==> src/rtl/sm2_kdf_xor_if.sv <==
// Message-in / ciphertext-out stream bundle for sm2_kdf_xor.
interface sm2_kdf_xor_if;
   localparam int unsigned DW = 32;

   logic [DW-1:0] msg_data;
   logic          msg_valid;
   logic          msg_ready;
   logic [DW-1:0] dout_data;
   logic          dout_valid;
   logic          dout_last;
   logic          dout_ready;

   modport slave (
      input  msg_data, msg_valid, dout_ready,
      output msg_ready, dout_data, dout_valid, dout_last
   );

   modport master (
      output msg_data, msg_valid, dout_ready,
      input  msg_ready, dout_data, dout_valid, dout_last
   );
endinterface

==> src/rtl/sm2_kdf_xor.sv <==
// SM2 C2 = M xor t: latches a KDF key block, then masks the 32-bit message stream word by word.
// Optional all-zero t rejection is built when SM2_KDF_XOR_ZCHK_EN is defined.
module sm2_kdf_xor #(
   parameter int unsigned KLEN_MAX = 1024,
   parameter int unsigned DW       = 32
) (
   input  logic                clk,
   input  logic                rstn,
   input  logic [KLEN_MAX-1:0] kin,
   input  logic                kin_valid,
   input  logic [31:0]         klen,
   sm2_kdf_xor_if.slave        bus,
   output logic                busy,
   output logic                done,
   output logic                t_zero,
   output logic                len_err
);
   localparam int unsigned NW_MAX = KLEN_MAX / DW;
   localparam int unsigned WI_W   = $clog2(NW_MAX);
   localparam int unsigned DW_L   = $clog2(DW);
   localparam int unsigned KL_W   = $clog2(KLEN_MAX) + 1;

   typedef enum logic [2:0] {S_IDLE, S_ZCHK, S_XOR, S_DRAIN, S_DONE} state_t;

   state_t              state;
   logic [KLEN_MAX-1:0] key;
   logic [KL_W-1:0]     klen_q;
   logic [WI_W:0]       w;
   logic [DW-1:0]       dout_data_q;
   logic                dout_valid_q;
   logic                dout_last_q;

   logic [WI_W-1:0]     last_idx;
   logic [DW_L-1:0]     rem;
   logic                is_last;
   logic [DW-1:0]       key_w;
   logic [DW-1:0]       mask_w;
   logic                len_bad;
   logic                msg_ready_c;
   logic                msg_fire;

   // Word index of the last word is (klen-1)/DW; klen is known non-zero once latched.
   assign last_idx    = WI_W'((klen_q - KL_W'(1)) >> DW_L);
   assign rem         = klen_q[DW_L-1:0];
   assign is_last     = (w == {1'b0, last_idx});
   assign key_w       = key[{WI_W'(NW_MAX - 1) - w[WI_W-1:0], DW_L'(0)} +: DW];
   assign mask_w      = (is_last && rem != '0) ? ~({DW{1'b1}} >> rem) : {DW{1'b1}};
   assign len_bad     = (klen == 32'd0) || (klen > 32'(KLEN_MAX));
   // One-entry output register: accept a new word whenever the current one leaves.
   assign msg_ready_c = (state == S_XOR) && (!dout_valid_q || bus.dout_ready);
   assign msg_fire    = msg_ready_c && bus.msg_valid;

   assign bus.msg_ready  = msg_ready_c;
   assign bus.dout_data  = dout_data_q;
   assign bus.dout_valid = dout_valid_q;
   assign bus.dout_last  = dout_last_q;

`ifdef SM2_KDF_XOR_ZCHK_EN
   logic [DW-1:0] acc;
   logic [DW-1:0] acc_nxt;
   assign acc_nxt = acc | (key_w & mask_w);
`endif

   always_ff @(posedge clk or negedge rstn) begin
      if (!rstn) begin
         state        <= S_IDLE;
         key          <= '0;
         klen_q       <= '0;
         w            <= '0;
         dout_data_q  <= '0;
         dout_valid_q <= 1'b0;
         dout_last_q  <= 1'b0;
         busy         <= 1'b0;
         done         <= 1'b0;
         t_zero       <= 1'b0;
         len_err      <= 1'b0;
`ifdef SM2_KDF_XOR_ZCHK_EN
         acc          <= '0;
`endif
      end else begin
         done <= 1'b0;
         if (dout_valid_q && bus.dout_ready) begin
            dout_valid_q <= 1'b0;
            dout_last_q  <= 1'b0;
         end
         case (state)
            S_IDLE: begin
               if (kin_valid) begin
                  key     <= kin;
                  klen_q  <= klen[KL_W-1:0];
                  t_zero  <= 1'b0;
                  len_err <= 1'b0;
                  w       <= '0;
                  busy    <= 1'b1;
                  if (len_bad) begin
                     len_err <= 1'b1;
                     done    <= 1'b1;
                     state   <= S_DONE;
                  end else begin
`ifdef SM2_KDF_XOR_ZCHK_EN
                     acc   <= '0;
                     state <= S_ZCHK;
`else
                     state <= S_XOR;
`endif
                  end
               end
            end
`ifdef SM2_KDF_XOR_ZCHK_EN
            S_ZCHK: begin
               acc <= acc_nxt;
               if (is_last) begin
                  w <= '0;
                  if (acc_nxt == '0) begin
                     t_zero <= 1'b1;
                     done   <= 1'b1;
                     state  <= S_DONE;
                  end else begin
                     state <= S_XOR;
                  end
               end else begin
                  w <= w + (WI_W + 1)'(1);
               end
            end
`endif
            S_XOR: begin
               if (msg_fire) begin
                  dout_data_q  <= (bus.msg_data ^ key_w) & mask_w;
                  dout_valid_q <= 1'b1;
                  dout_last_q  <= is_last;
                  w            <= w + (WI_W + 1)'(1);
                  if (is_last) state <= S_DRAIN;
               end
            end
            S_DRAIN: begin
               if (!dout_valid_q) begin
                  done  <= 1'b1;
                  state <= S_DONE;
               end
            end
            S_DONE: begin
               busy  <= 1'b0;
               state <= S_IDLE;
            end
            default: state <= S_IDLE;
         endcase
      end
   end
endmodule

==> src/flat_wrapper.sv <==
// flat-port wrapper written by rule: the top's interface ports become plain ports
module sm2_kdf_xor_flat 
#(
   parameter int unsigned KLEN_MAX = 1024,
   parameter int unsigned DW       = 32
)
  (clk, rstn, kin, kin_valid, klen, busy, done, t_zero, len_err, bus_msg_data, bus_msg_valid, bus_dout_ready, bus_msg_ready, bus_dout_data, bus_dout_valid, bus_dout_last);
  sm2_kdf_xor_if bus_i ();
  input  logic clk;
  input  logic rstn;
  input  logic [KLEN_MAX-1:0] kin;
  input  logic kin_valid;
  input  logic [31:0] klen;
  output logic busy;
  output logic done;
  output logic t_zero;
  output logic len_err;
  input wire logic [$bits(bus_i.msg_data)-1:0] bus_msg_data;
  input wire logic [$bits(bus_i.msg_valid)-1:0] bus_msg_valid;
  input wire logic [$bits(bus_i.dout_ready)-1:0] bus_dout_ready;
  output wire logic [$bits(bus_i.msg_ready)-1:0] bus_msg_ready;
  output wire logic [$bits(bus_i.dout_data)-1:0] bus_dout_data;
  output wire logic [$bits(bus_i.dout_valid)-1:0] bus_dout_valid;
  output wire logic [$bits(bus_i.dout_last)-1:0] bus_dout_last;
  assign bus_i.msg_data = bus_msg_data;
  assign bus_i.msg_valid = bus_msg_valid;
  assign bus_i.dout_ready = bus_dout_ready;
  assign bus_msg_ready = bus_i.msg_ready;
  assign bus_dout_data = bus_i.dout_data;
  assign bus_dout_valid = bus_i.dout_valid;
  assign bus_dout_last = bus_i.dout_last;
  sm2_kdf_xor #(.KLEN_MAX(KLEN_MAX), .DW(DW)) u_core (.clk(clk), .rstn(rstn), .kin(kin), .kin_valid(kin_valid), .klen(klen), .bus(bus_i), .busy(busy), .done(done), .t_zero(t_zero), .len_err(len_err));
endmodule
==> config.mk <==
export PLATFORM = sky130hd
export DESIGN_NAME = sm2_kdf_xor_flat
export DESIGN_NICKNAME = d
export VERILOG_FILES = /design/src/rtl/sm2_kdf_xor_if.sv /design/src/rtl/sm2_kdf_xor.sv /design/src/flat_wrapper.sv
export SDC_FILE = /design/constraint.sdc
export NUM_CORES = 2
export LEC_CHECK = 0
export ABC_AREA = 1
export ABC_CLOCK_PERIOD_IN_PS = 2600
export BUFFER_PORTS_ARGS = -buffer_cell sky130_fd_sc_hd__buf_2
export CORE_AREA = 2 2 442 444
export DETAILED_ROUTE_END_ITERATION = 10
export DIE_AREA = 0 0 444 446
export PLACE_DENSITY = 0.43
export SLEW_MARGIN = 0
export SYNTH_ARGS = -nofsm -noshare
export SYNTH_HDL_FRONTEND = slang
export SYNTH_SLANG_ARGS = --single-unit
==> constraint.sdc <==
create_clock -name clk -period 2.6 [get_ports clk]
set_clock_uncertainty 0.2 [all_clocks]
set_input_delay 0.39 -clock clk [delete_from_list [all_inputs] [get_ports clk]]
set_output_delay 0.39 -clock clk [all_outputs]
set_load 0.01 [all_outputs]
**Yosys cells after proc, flatten, opt, wreduce, memory -nomap -nowiden**

Cells that the tools add are included.

- Word-level logic and storage cells: 66
- Bits of input ports: 1093
- Flip-flop bits (word level): 1080
- Output and inout port bits: 39

- $lt $le $gt $ge: 1
- Muxes and demuxes: 22
- Bitwise gates (word level): 3
- Reduce and logical (&&, ||, !) cells: 17
- Add/subtract/negate cells: 3
- Eq/ne operators: 8
- Shifts and indexed selects: 2

Operators by type and width:

| cell | number |
|---|---|
| $shiftx 1024x11->32 | 1 |
| $and 32x32->32 | 1 |
| $gt 32x11->1 const B | 1 |
| $logic_not 32->1 | 1 |
| $mux 32 | 1 |
| $not 32->32 | 1 |
| $shr 32x5->32 const A | 1 |
| $xor 32x32->32 | 1 |
| $mux 3 | 5 |
| $mux 6 | 2 |
| $pmux 6 s2 | 1 |
| $mux 1 | 10 |
| $sub 10x1->10 const B | 1 |
| $pmux 3 s3 | 1 |
| $add 6x1->6 const B | 1 |
| $eq 3x2->1 const B | 2 |
| $eq 6x5->1 | 1 |
| $reduce_and 2->1 | 3 |
| $reduce_bool 5->1 | 1 |
| $sub 5x5->5 const A | 1 |
| $logic_and 1x1->1 | 4 |
| $ne 2x1->1 const B | 2 |
| $ne 2x2->1 const B | 2 |
| $pmux 1 s2 | 2 |
| other kinds (7) | 9 |

**Longest topological paths before layout**

- Word-level depth: 6
- Depth in mapped cells: 15
- Mapped depth without buffers: 14

**Least setup slack after synthesis**

Ideal clock, no wire load.

- Path type: register to register
- Start point: register u_core.klen_q[1]
- End point: register u_core.dout_data_q[30], in the netlist u_core.bus.dout_data[30]
- Stages on the path, launching flop included: 12
- Path slack: 0.727 ns
- Data required time: 2.283 ns
- Path buffers: 1
- Library setup time: 0.117 ns
- Data arrival time: 1.556 ns
- Clock period less this slack: 1.873 ns
- Cell sequence: dfrtp_1 > nor2_4 > nand2_4 > nor2_4 > nand2_2 > a21oi_2 > nand3_2 > nor2_4 > buf_6 > nand4_1 > nand3_1 > nand2_1

- Word-level cells in the longest chain between the ends: 5
- Elaborated cells on any way between the ends: 8
- Those cells by class: add/sub (1); eq/ne (1); shift (1); mux (1); bitwise (2); reduce/logical (2)

RTL lines:

| item | RTL line | RTL |
|---|---|---|
| start, declared | sm2_kdf_xor.sv:27 | `logic [KL_W-1:0] klen_q;` |
| start signal, assigned | sm2_kdf_xor.sv:90 | `klen_q <= klen[KL_W-1:0];` |
| $sub 10x1->10 | sm2_kdf_xor.sv:43 | `assign last_idx = WI_W'((klen_q - KL_W'(1)) >> DW_L);` |
| $eq 6x5->1 | sm2_kdf_xor.sv:45 | `assign is_last = (w == {1'b0, last_idx});` |
| $logic_and 1x1->1 | sm2_kdf_xor.sv:47 | `assign mask_w = (is_last && rem != '0) ? ~({DW{1'b1}} >> rem) : {DW{1'b1}};` |
| $mux 32 * | sm2_kdf_xor.sv:47 |  |
| $and 32x32->32 * | sm2_kdf_xor.sv:128 | `dout_data_q <= (bus.msg_data ^ key_w) & mask_w;` |
| end signal, assigned | sm2_kdf_xor.sv:128 |  |
| end, declared | sm2_kdf_xor.sv:29 | `logic [DW-1:0] dout_data_q;` |

Mark *: on every way between the ends. The rest lies on a longest branch, timed or not.
A chain may end at the register's enable or synchronous reset.

**Worst setup path after layout**

- Start point: register u_core.w[0]
- End point: register u_core.dout_data_q[23], in the netlist u_core.bus.dout_data[23]

- Word-level cells in the longest chain between the ends: 4
- Elaborated cells on any way between the ends: 7
- Those cells by class: add/sub (1); eq/ne (1); shift (1); mux (1); bitwise (2); reduce/logical (1)

RTL lines:

| item | RTL line | RTL |
|---|---|---|
| start, declared | sm2_kdf_xor.sv:28 | `logic [WI_W:0] w;` |
| start signal, assigned | sm2_kdf_xor.sv:131 | `w <= w + (WI_W + 1)'(1);` |
| $sub 5x5->5 or $eq 6x5->1 (tied branches) | sm2_kdf_xor.sv:46, sm2_kdf_xor.sv:45 |  |
| $shiftx 1024x11->32 or $logic_and 1x1->1 (tied branches) | sm2_kdf_xor.sv:46, sm2_kdf_xor.sv:47 |  |
| $xor 32x32->32 or $mux 32 (tied branches) | sm2_kdf_xor.sv:128, sm2_kdf_xor.sv:47 |  |
| $and 32x32->32 * | sm2_kdf_xor.sv:128 |  |

Marked as above.

==> reports/qor.txt <==
Outcome - complete, but fails checks
Failing checks - negative setup slack
Post-DP HPWL - 210,000 µm
Synthesized area - 52,000 µm²
Fraction of registers with async set/reset - 100%
Crit path setup slack, layout - -0.0227 ns
Clk root buf - clkbuf_16
Syn Area/Cell - 7.21 µm²
CP startpoint kind - flop
Fin nets - 10,600
Clock insertion delay at the later pin of the skew report - 0.83 ns
Area grow syn2layout - 55.9%
DRC - 0
Reg2Reg Launch Point - u_core.w[0]$_DFFE_PN0P_
Boundary pin count - 1,132
Starting Density - 26.9%
Largest cells by area after synthesis - dfrtp_1 52%, nand2_1 33%, nand3_1 8.4%, buf_2 2.7%, clkbuf_1 0.86%
Fin util - 41.9%
Critical path data arrival time - 3.13 ns
Power Density - 609 nW/µm²
Top delay family on crit path - simple AND/OR/NAND/NOR gates
Die area - 198,000 µm²
Core area - 194,000 µm²
Synth Flop Type - dfrtp_1
Most common library cells after synthesis - 4,562 x nand2_1, 1,080 x dfrtp_1, 877 x nand3_1, 277 x buf_2, 119 x clkbuf_1
Synth warn - 0
First-pass GRT wire length - 409,000 µm
Total grt overflow - 0
H-tree levels - 4
DR vias/cell - 4.81
Number of flops mapped to enable cells by yosys - 0
Fmax - 0.381 GHz
Post-synthesis mux area share - 0%
Worst min-delay path class - input pin to flop
Tmin final - 2.62 ns
Longest Clk Path Bufs - 3
Compound-Gate Fraction of Synth Area - 0.611%
Area share of the largest cell type after synthesis - 52.0%
Worst IR Drop VDD - 696 µV
Number of port buffers - 1,130
#FFs+latches synth - 1,080
Worst path bufs/invs - 4
Post-synthesis sequential area ratio - 52.0%
Leakage - 42.0 nW
DR vias - 58,600
GP Congestion - 0.945
Final Hold Viols - 0
Hold path endpoint - u_core.state[2]$_DFFE_PN0P_
CP endpoint kind - flop
Drt initial violations - 5,374
Filler Cell Count - 19,700
Worst path max stage delay - 0.56 ns
Most frequent cell after synthesis - nand2_1
Largest net degree at the start of global routing - 147
Clock sinks - 1,080
Hold depth - 9
Post-detailed-route count of antenna-violating nets - 0
Syn Nets - 8,303
Period utilization - 101%
Register-to-Register Path Depth - 14
Routed wire per std cell - 23.8 µm
RSZ-0062 raised after global routing - yes
Count of cell types in the netlist - 32
DR pass1 iterations - 6
Initial antenna violation count - 84
Worst Max-Slew Pin Slew - 0.982 ns
Crit-path cells - buf_12 -> buf_16 -> clkbuf_16 -> buf_16 -> nand2_1 -> nand3_1 -> nand3_2 -> nand2_1 -> nand2_1 -> nand3_2 -> a21oi_2 -> nor2_2 -> nand2_1 -> nand2_1
Row count - 162
Non-Filler Instances - 12,200
Vias in the first global route - 59,600
CTS tree - built
Worst R2R End - u_core.bus.dout_data[23]$_DFFE_PN0P_
Crit Path Class - flop to flop
Synth Area in XOR/XNOR - 0.0650%
TritonCTS buffer count - 135
Area leader, netlist - dfrtp_1
All-Layer GR Usage - 28.4%
Final wirelength - 290,000 µm
Die Ht - 446 µm
Synth Area in Adders - 0.0241%
Max Slew Vio Count - 0
Placed Instances - 10,800
Syn Inst Count - 7,209
Slowest cell on crit path - dfrtp_4
CP Max Fanout - 8
Worst rel slew slack - 34.5%
Simple-gate share of the synthesized area - 42.6%
Max-cap violations - 0
Die Wd - 444 µm
Main combinational cell family by area after synthesis - simple AND/OR/NAND/NOR gates
Layout cells sized above 1 - 21.6%
Reg2reg setup slack - -0.02 ns
Hold path start - klen[14]
Final setup fails - 2
Most frequent CP cell - nand2_1
Worst path required time - 3.10 ns
Clock transition at the registers of the reported paths - 0.07 ns
[worst register-to-register path, delay by kind of cell, from the launching register on]
family	cells	cell delay, ns
buffers and inverters	4	0.74
flip-flops	1	0.56
AND/OR/NAND/NOR	9	0.80
AO/OA/AOI/OAI	1	0.23
[power by group]
part / internal (mW) / switching, mW / total (mW)
clock network: 10.8 / 7.97 / 18.8
registers: 18.9 / 1.42 / 20.4
logic: 4.37 / 5.84 / 10.2
[metrics by stage]
step / total power [mW] / hold slack (ns) / TNS [ns] / setup WS [ns] / area (µm²)
6_report: 49.3 / 0.0437 / -0.0266 / -0.0227 / 81000
3_3_place_gp: 28.8 / 0.180 / -3.24 / -0.303 / 63200
3_5_place_dp: 28.9 / 0.187 / -3.20 / -0.264 / 63200
5_1_grt: 51.7 / 0.0952 / -0.830 / -0.0728 / 81000
2_1_floorplan: 24.4 / -0.106 / 0 / 0.727 / 52000
4_1_cts: 49.4 / 0.00334 / -0.441 / -0.0850 / 79200
[timing repair]
action / 4_1_cts / 5_1_grt
endpoints found under the setup margin: 31 / 36
cloned: 4 / 15
hold buffers: 1102 / 0
resized for setup: 104 / 295
pin swaps: 7 / 76
hold endpoints to repair: 1679 / 0
setup buffers: 10 / 16
[area by class of cell]
class | instances | area [µm²] | area share (%)
sequential | 1080 | 27000 | 33.4
inverter | 26 | 134 | 0.165
timing repair inverter | 1 | 16.3 | 0.0201
timing repair buffer | 2627 | 22000 | 27.2
clock inverter | 40 | 380 | 0.469
tap | 2542 | 3180 | 3.93
clock buffer | 196 | 3900 | 4.81
multi-input combinational | 5634 | 24200 | 29.9
antenna | 48 | 120 | 0.148
[cell usage in the layout, fill, tap and decap left out, types with 34 or more instances in the layout]
cell,instances
buf_12,141
nand3_2,194
dlygate4sd3_1,1102
nand2_2,65
nand3_4,34
clkbuf_1,34
diode_2,48
dfrtp_1,1076
nand3_1,650
buf_2,1129
nor2_1,60
clkbuf_16,151
buf_4,204
nand2_1,4495
[layer usage]
| metal | vias up | wire, µm | global-route usage, % |
|---|---|---|---|
| li1 | 27100 | - | - |
| met1 | 28300 | 124000 | 37.4 |
| met2 | 2398 | 125000 | 42.2 |
| met3 | 838 | 17500 | 4.90 |
| met4 | 30 | 22800 | 20.0 |
| met5 | - | 182 | 0 |
[registers in the layout, summed over array words and instances (netlist names), 3 cells and up]
register	flops
u_core.klen_q	10
u_core.bus.dout_data	32
u_core.state	3
u_core.key	1024
u_core.w	6
[cell families after synthesis]
logic type,Yosys count
fa+ha+maj,1
simple gates,5567
flops,1080
compound gates,62
buf+inv,495
xor+xnor,3
other cells,1
[worst max path at each step]
stage                                 startpoint                                    to  slack [ns]  depth (start not counted)
finish                   u_core.w[0]$_DFFE_PN0P_  u_core.bus.dout_data[23]$_DFFE_PN0P_       -0.02                         14
global route             u_core.w[0]$_DFFE_PN0P_  u_core.bus.dout_data[11]$_DFFE_PN0P_       -0.07                         14
global placement         u_core.w[0]$_DFFE_PN0P_  u_core.bus.dout_data[25]$_DFFE_PN0P_       -0.30                         14
CTS                      u_core.w[0]$_DFFE_PN0P_   u_core.bus.dout_data[9]$_DFFE_PN0P_       -0.09                         14
floorplan           u_core.klen_q[1]$_DFFE_PN0P_  u_core.bus.dout_data[30]$_DFFE_PN0P_        0.73                         11
detailed placement       u_core.w[0]$_DFFE_PN0P_  u_core.bus.dout_data[25]$_DFFE_PN0P_       -0.26                         14
(Power assumes the default switching activity.)
